==> src/rtl/sys_cmd_pkg.sv <==
// Shared types and command constants for the UART command controller.
package sys_cmd_pkg;

  typedef enum logic [2:0] {
    IDLE,
    WR_ADDR,
    WR_DATA,
    RD_ADDR,
    OPA,
    OPB,
    FUN
  } cmd_state_e;

  localparam logic [7:0] CMD_RF_WR   = 8'hAA;
  localparam logic [7:0] CMD_RF_RD   = 8'hBB;
  localparam logic [7:0] CMD_ALU_OP  = 8'hCC;
  localparam logic [7:0] CMD_ALU_NOP = 8'hDD;

  localparam int unsigned OPA_ADDR = 0;
  localparam int unsigned OPB_ADDR = 1;

endpackage

==> src/rtl/sys_cmd_timer.sv <==
// Inter-byte idle watchdog for sys_cmd_ctrl; only instantiated when
// SYS_CMD_TIMEOUT_EN is defined.
module sys_cmd_timer #(
  parameter int unsigned TIMEOUT_CYCLES = 4096
) (
  input  logic clk_i,
  input  logic rst_ni,
  input  logic reload_i,
  input  logic active_i,
  output logic expired_o
);

  localparam int unsigned CNT_W = $clog2(TIMEOUT_CYCLES + 1);

  logic [CNT_W-1:0] cnt_q, cnt_d;

  // Fires during the TIMEOUT_CYCLES-th idle cycle so the FSM leaves on that edge.
  assign expired_o = active_i && !reload_i && (cnt_q == CNT_W'(TIMEOUT_CYCLES - 1));

  always_comb begin
    cnt_d = cnt_q;
    if (reload_i || !active_i) begin
      cnt_d = '0;
    end else if (!expired_o) begin
      cnt_d = cnt_q + 1'b1;
    end
  end

  always_ff @(posedge clk_i or negedge rst_ni) begin
    if (!rst_ni) begin
      cnt_q <= '0;
    end else begin
      cnt_q <= cnt_d;
    end
  end

endmodule

==> src/rtl/sys_cmd_ctrl.sv <==
// UART command decoder driving register-file and ALU strobes.
// Optional inter-byte timeout enabled by defining SYS_CMD_TIMEOUT_EN.
module sys_cmd_ctrl
  import sys_cmd_pkg::*;
#(
  parameter int unsigned DATA_WIDTH     = 8,
  parameter int unsigned ADDR_SIZE      = 4,
  parameter int unsigned TIMEOUT_CYCLES = 4096
) (
  input  logic                  REF_CLK,
  input  logic                  RST,
  input  logic [DATA_WIDTH-1:0] RX_P_DATA,
  input  logic                  RX_D_VLD,
  input  logic                  RX_ERR,
  output logic                  RF_WrEn,
  output logic                  RF_RdEn,
  output logic [ADDR_SIZE-1:0]  RF_Address,
  output logic [DATA_WIDTH-1:0] RF_WrData,
  output logic                  ALU_EN,
  output logic [3:0]            ALU_FUN,
  output logic                  CLK_GATE_EN,
  output logic                  CMD_BUSY
);

  cmd_state_e            state_q, state_d;
  logic [ADDR_SIZE-1:0]  wr_addr_q, wr_addr_d;
  logic                  rf_wren_q, rf_wren_d;
  logic                  rf_rden_q, rf_rden_d;
  logic [ADDR_SIZE-1:0]  rf_addr_q, rf_addr_d;
  logic [DATA_WIDTH-1:0] rf_wrdata_q, rf_wrdata_d;
  logic                  alu_en_q, alu_en_d;
  logic [3:0]            alu_fun_q, alu_fun_d;
  logic                  clk_gate_q, clk_gate_d;
  logic                  timeout;
  logic                  abort;

`ifdef SYS_CMD_TIMEOUT_EN
  sys_cmd_timer #(
    .TIMEOUT_CYCLES(TIMEOUT_CYCLES)
  ) u_timer (
    .clk_i    (REF_CLK),
    .rst_ni   (RST),
    .reload_i (RX_D_VLD),
    .active_i (state_q != IDLE),
    .expired_o(timeout)
  );
`else
  assign timeout = 1'b0;
`endif

  assign abort = RX_ERR || timeout;

  always_comb begin
    state_d     = state_q;
    wr_addr_d   = wr_addr_q;
    rf_wren_d   = 1'b0;
    rf_rden_d   = 1'b0;
    rf_addr_d   = rf_addr_q;
    rf_wrdata_d = rf_wrdata_q;
    alu_en_d    = 1'b0;
    alu_fun_d   = alu_fun_q;
    clk_gate_d  = clk_gate_q;

    // Gate drops the cycle after the ALU start pulse; a new CC/DD below re-raises it.
    if (alu_en_q) begin
      clk_gate_d = 1'b0;
    end

    if (abort) begin
      state_d    = IDLE;
      clk_gate_d = 1'b0;
    end else if (RX_D_VLD) begin
      unique case (state_q)
        IDLE: begin
          if (RX_P_DATA == DATA_WIDTH'(CMD_RF_WR)) begin
            state_d = WR_ADDR;
          end else if (RX_P_DATA == DATA_WIDTH'(CMD_RF_RD)) begin
            state_d = RD_ADDR;
          end else if (RX_P_DATA == DATA_WIDTH'(CMD_ALU_OP)) begin
            state_d    = OPA;
            clk_gate_d = 1'b1;
          end else if (RX_P_DATA == DATA_WIDTH'(CMD_ALU_NOP)) begin
            state_d    = FUN;
            clk_gate_d = 1'b1;
          end
        end
        WR_ADDR: begin
          wr_addr_d = RX_P_DATA[ADDR_SIZE-1:0];
          state_d   = WR_DATA;
        end
        WR_DATA: begin
          rf_wren_d   = 1'b1;
          rf_addr_d   = wr_addr_q;
          rf_wrdata_d = RX_P_DATA;
          state_d     = IDLE;
        end
        RD_ADDR: begin
          rf_rden_d = 1'b1;
          rf_addr_d = RX_P_DATA[ADDR_SIZE-1:0];
          state_d   = IDLE;
        end
        OPA: begin
          rf_wren_d   = 1'b1;
          rf_addr_d   = ADDR_SIZE'(OPA_ADDR);
          rf_wrdata_d = RX_P_DATA;
          state_d     = OPB;
        end
        OPB: begin
          rf_wren_d   = 1'b1;
          rf_addr_d   = ADDR_SIZE'(OPB_ADDR);
          rf_wrdata_d = RX_P_DATA;
          state_d     = FUN;
        end
        FUN: begin
          alu_en_d  = 1'b1;
          alu_fun_d = RX_P_DATA[3:0];
          state_d   = IDLE;
        end
        default: begin
          state_d = IDLE;
        end
      endcase
    end
  end

  always_ff @(posedge REF_CLK or negedge RST) begin
    if (!RST) begin
      state_q     <= IDLE;
      wr_addr_q   <= '0;
      rf_wren_q   <= 1'b0;
      rf_rden_q   <= 1'b0;
      rf_addr_q   <= '0;
      rf_wrdata_q <= '0;
      alu_en_q    <= 1'b0;
      alu_fun_q   <= '0;
      clk_gate_q  <= 1'b0;
    end else begin
      state_q     <= state_d;
      wr_addr_q   <= wr_addr_d;
      rf_wren_q   <= rf_wren_d;
      rf_rden_q   <= rf_rden_d;
      rf_addr_q   <= rf_addr_d;
      rf_wrdata_q <= rf_wrdata_d;
      alu_en_q    <= alu_en_d;
      alu_fun_q   <= alu_fun_d;
      clk_gate_q  <= clk_gate_d;
    end
  end

  assign RF_WrEn     = rf_wren_q;
  assign RF_RdEn     = rf_rden_q;
  assign RF_Address  = rf_addr_q;
  assign RF_WrData   = rf_wrdata_q;
  assign ALU_EN      = alu_en_q;
  assign ALU_FUN     = alu_fun_q;
  assign CLK_GATE_EN = clk_gate_q;
  assign CMD_BUSY    = (state_q != IDLE);

endmodule

==> config.mk <==
export PLATFORM = sky130hd
export DESIGN_NAME = sys_cmd_ctrl
export DESIGN_NICKNAME = d
export VERILOG_FILES = /design/src/rtl/sys_cmd_pkg.sv /design/src/rtl/sys_cmd_timer.sv /design/src/rtl/sys_cmd_ctrl.sv
export SDC_FILE = /design/constraint.sdc
export NUM_CORES = 1
export LEC_CHECK = 0
export CAP_MARGIN = 0
export CORE_UTILIZATION = 35
export DETAILED_ROUTE_END_ITERATION = 12
export SKIP_LAST_GASP = 1
export SLEW_MARGIN = 5
export SYNTH_ARGS = -nofsm -noshare
export SYNTH_HDL_FRONTEND = slang
export SYNTH_HIERARCHICAL = 1
export SYNTH_SLANG_ARGS = --single-unit
export TNS_END_PERCENT = 100
==> constraint.sdc <==
create_clock -name REF_CLK -period 2.1 [get_ports REF_CLK]
set_clock_uncertainty 0.2 [all_clocks]
set_input_delay 0.63 -clock REF_CLK [delete_from_list [all_inputs] [get_ports REF_CLK]]
set_output_delay 0.63 -clock REF_CLK [all_outputs]
set_load 0.005 [all_outputs]
==> impl_metrics.toml, run 1 <==
[clock_network]
hold_buffers = 0
postCtsSetupBuffers = 0
numClockSinks = 27
htree_levels = 1
cts.repair.resized = 5
root_buffer = "clkbuf_8"
clk_path_buf_depth = 2
insertion_delay_ns = 0.27
tritoncts = "built"
clkSlewWorstSetupHoldPaths_ns = 0.09
numCtsBuffers = 3

[floorplanning]
fp-row-count = 21
core_area_um2 = 3442
start_util = 0.3755
die_w_um = 62.77
die_h_um = 62.77
io_pins = 33
die-area_um2 = 3940

[routing]
drt_first_pass_iters = 4
antenna_left = 0
drc_errors = 0
via_count = 1005
drtIter0Drc = 48
wire_per_inst_um = 13.92
viasPerCell = 5.050
wl_um = 2770

[yosys]
yosys-top-cells-count = "dfrtp_1 (27), mux2_2 (12), nand2_1 (7), nor2_1 (7), o21ai_0 (6)"
netlist_instances = 108
ys.flop_type = "dfrtp_1"
syn-mean-instance-area_um2 = 11.97
ys_warn_count = 6
yosys.area.top_type = "dfrtp_1"
ys_seq_elements = 27
ys_types = 32
syn_nets = 120
synthTopCellsByArea = "dfrtp_1 (52%), mux2_2 (10%), mux2_4 (4.6%)"
async_flop_share = 1.000
syn-cell-area_um2 = 1292
synth_top_area_frac = 0.5227
seq_area_frac_synth = 0.5227
synth_edf_count = 0
synth.most_common_cell = "dfrtp_1"

[sta]
max_freq_mhz = 486.7
setup_tns_ns = 0
whs_ns = 0.3093
maxSlewViolCount = 0
setup_viol = 0
period_minus_slack_ns = 2.055
slew-limit-headroom = 0.6454
fin_crit_sh = 0.9785
hold_viol_final = 0
worst_pin_slew_ns = 0.5282
rsz0062_at_grt = "no"

[placed_design]
numPortBuffers = 32
dpl.cell_count = 195
hpwlAfterDp_um = 2025
finalWeightedCongestion = 0.7805

[cells_and_area]
num-fill-cells = 315
drive_above_1_share = 0.2810
fin_util = 0.5180
syn_to_final_growth_pct = 37.95
layout.nets = 166
n_antenna_cell = 0
stdcell_count = 199

[hold_path]
hold_end = "CLK_GATE_EN"
min_path_cells = 2
hp-class = "reg2reg"
min_from = "CLK_GATE_EN"

[global_route]
grt_start_max_net_pins = 28
gr-total-overflow = 0
grt_util_all_layers = 0.1550
grt_pass1_wl_um = 4809
grt_pass1_vias = 1016
antenna_found_initial = 0

[status]
status = "finished, final reports clean"

[setup_path]
crit_fanout = 4
cp_num_buf_inv = 1
worst-r2r-cell-count = 4
required_ns = 2.06
r2r_slack_ns = 0.24
worst_path_largest_cell_delay_ns = 0.47
cp.arrival_ns = 2.02
cpMaxStageDelayCell = "or4_4"
reg2reg_from = "state_q[2]"
endpoint_kind = "register"
setup.worst_path.start_class = "input pin"
cp_top_family = "simple AND/OR/NAND/NOR gates"
crit_chain = "clkdlybuf4s50_1 > nand2b_1 > or4_4 > mux2_4"
r2r-end = "RF_WrData[5]"
crit_type = "in2reg"

[pwr]
power.internal_mw = 0.7572
swShare = 0.2282
p_leak_nw = 0.8276
clkPwrFrac = 0.299
power_frac_comb = 0.140
p_switching_mw = 0.2239
total_power_mw = 0.9811
seqPwrFrac = 0.561
p_per_area_nw_per_um2 = 550.3
peakVddDrop_v = 0.0003224

[flow_run]
cap_violations = 0
==> through the flow <==
| stage | instance area, um2 | worst slack (ns) |
|---|---|---|
| 2_1_floorplan | 1292 | 0.05717 |
| 3_3_place_gp | 1737 | -0.2172 |
| 3_5_place_dp | 1737 | -0.2540 |
| 4_1_cts | 1783 | 0.03854 |
| 5_1_grt | 1783 | 0.01215 |
| 6_report | 1783 | 0.04525 |
==> area by class of cell <==
class	instances	area, um2	area share
inverter	3	11.26	0.006316
tap	46	57.56	0.03228
clock buffer	3	41.29	0.02316
sequential	27	675.6	0.3789
timing repair buffer	47	427.9	0.2400
clock inverter	1	5.005	0.002807
multi-input combinational	72	564.3	0.3165
==> how the worst max path moves through the flow <==
stage              from  cells after the start  slack [ns]           end
3_3_place_gp     RX_ERR                      4       -0.22  wr_addr_q[0]
6_report         RX_ERR                      4        0.05  wr_addr_q[0]
4_1_cts          RX_ERR                      4        0.04  wr_addr_q[0]
2_1_floorplan    RX_ERR                      5        0.06  wr_addr_q[0]
3_5_place_dp     RX_ERR                      4       -0.25  wr_addr_q[3]
5_1_grt        RX_D_VLD                      4        0.01  wr_addr_q[0]
==> worst reg2reg max path, delay by kind of cell, from the launching register on <==
family	cells	cell delay (ns)
AO/OA/AOI/OAI	1	0.43
buffers and inverters	1	0.18
flip-flops	1	0.39
multiplexers	1	0.39
AND/OR/NAND/NOR	1	0.16
==> power groups by stage <==
stage	sequential (mW)	clock [mW]	combinational (mW)
6_report	0.551	0.293	0.138
5_1_grt	0.554	0.331	0.152
4_1_cts	0.551	0.308	0.139
3_5_place_dp	0.561	0	0.139
3_3_place_gp	0.560	0	0.137
2_1_floorplan	0.561	0	0.0416
==> cells by family (layout without fill, tap and decap cells) <==
logic type	after synthesis	after routing	share of synthesized area
compound gates	22	22	0.1191
xor+xnor	2	2	0.01356
buf+inv	9	54	0.04453
flops	27	27	0.5228
mux	16	16	0.1510
simple gates	32	32	0.1491
==> routing by layer <==
metal | vias to the layer above | global-route usage | wire [um]
met5 | - | 0 | 0
met4 | 0 | 0.04360 | 21
met3 | 2 | 0.02737 | 103
met2 | 26 | 0.2554 | 1318
met1 | 489 | 0.2077 | 1326
li1 | 488 | - | -
==> cells in the final DEF (no fill, tap or decap) <==
cell,n
inv_2,1
nor4bb_1,2
o22ai_1,2
o31ai_1,3
clkbuf_8,3
dfrtp_1,27
a311oi_1,1
a31oi_1,3
a21oi_1,2
o21ai_0,6
o21ai_2,1
buf_4,15
mux2_2,12
and2b_2,1
inv_1,2
nor2b_1,3
o41ai_1,1
o221a_2,2
nand2b_1,2
nor3b_1,1
or4_4,1
xnor2_1,2
o2111a_1,1
nand3b_1,1
and4b_1,3
buf_2,1
mux2_4,4
clkinv_2,1
nand2_1,7
nor2_1,7
clkdlybuf4s50_1,31
nor3_1,1
or3_4,1
nand4_1,2
==> state kept, by name, summed over array words and instances, names as in the netlist <==
signal / cells
RF_RdEn: 1
wr_addr_q: 4
RF_Address: 4
RF_WrData: 8
RF_WrEn: 1
ALU_FUN: 4
state_q: 3
ALU_EN: 1
CLK_GATE_EN: 1
(Power assumes the default switching activity.)
==> run 2, diff against run 1 <==
--- a/config.mk
+++ b/config.mk
@@ -8,6 +8,7 @@
 export CAP_MARGIN = 0
 export CORE_UTILIZATION = 35
 export DETAILED_ROUTE_END_ITERATION = 12
+export GPL_ROUTABILITY_DRIVEN = 0
 export SKIP_LAST_GASP = 1
 export SLEW_MARGIN = 5
 export SYNTH_ARGS = -nofsm -noshare
==> results of run 2 <==
Final layout, timing and power as in run 1 (identical DEF).
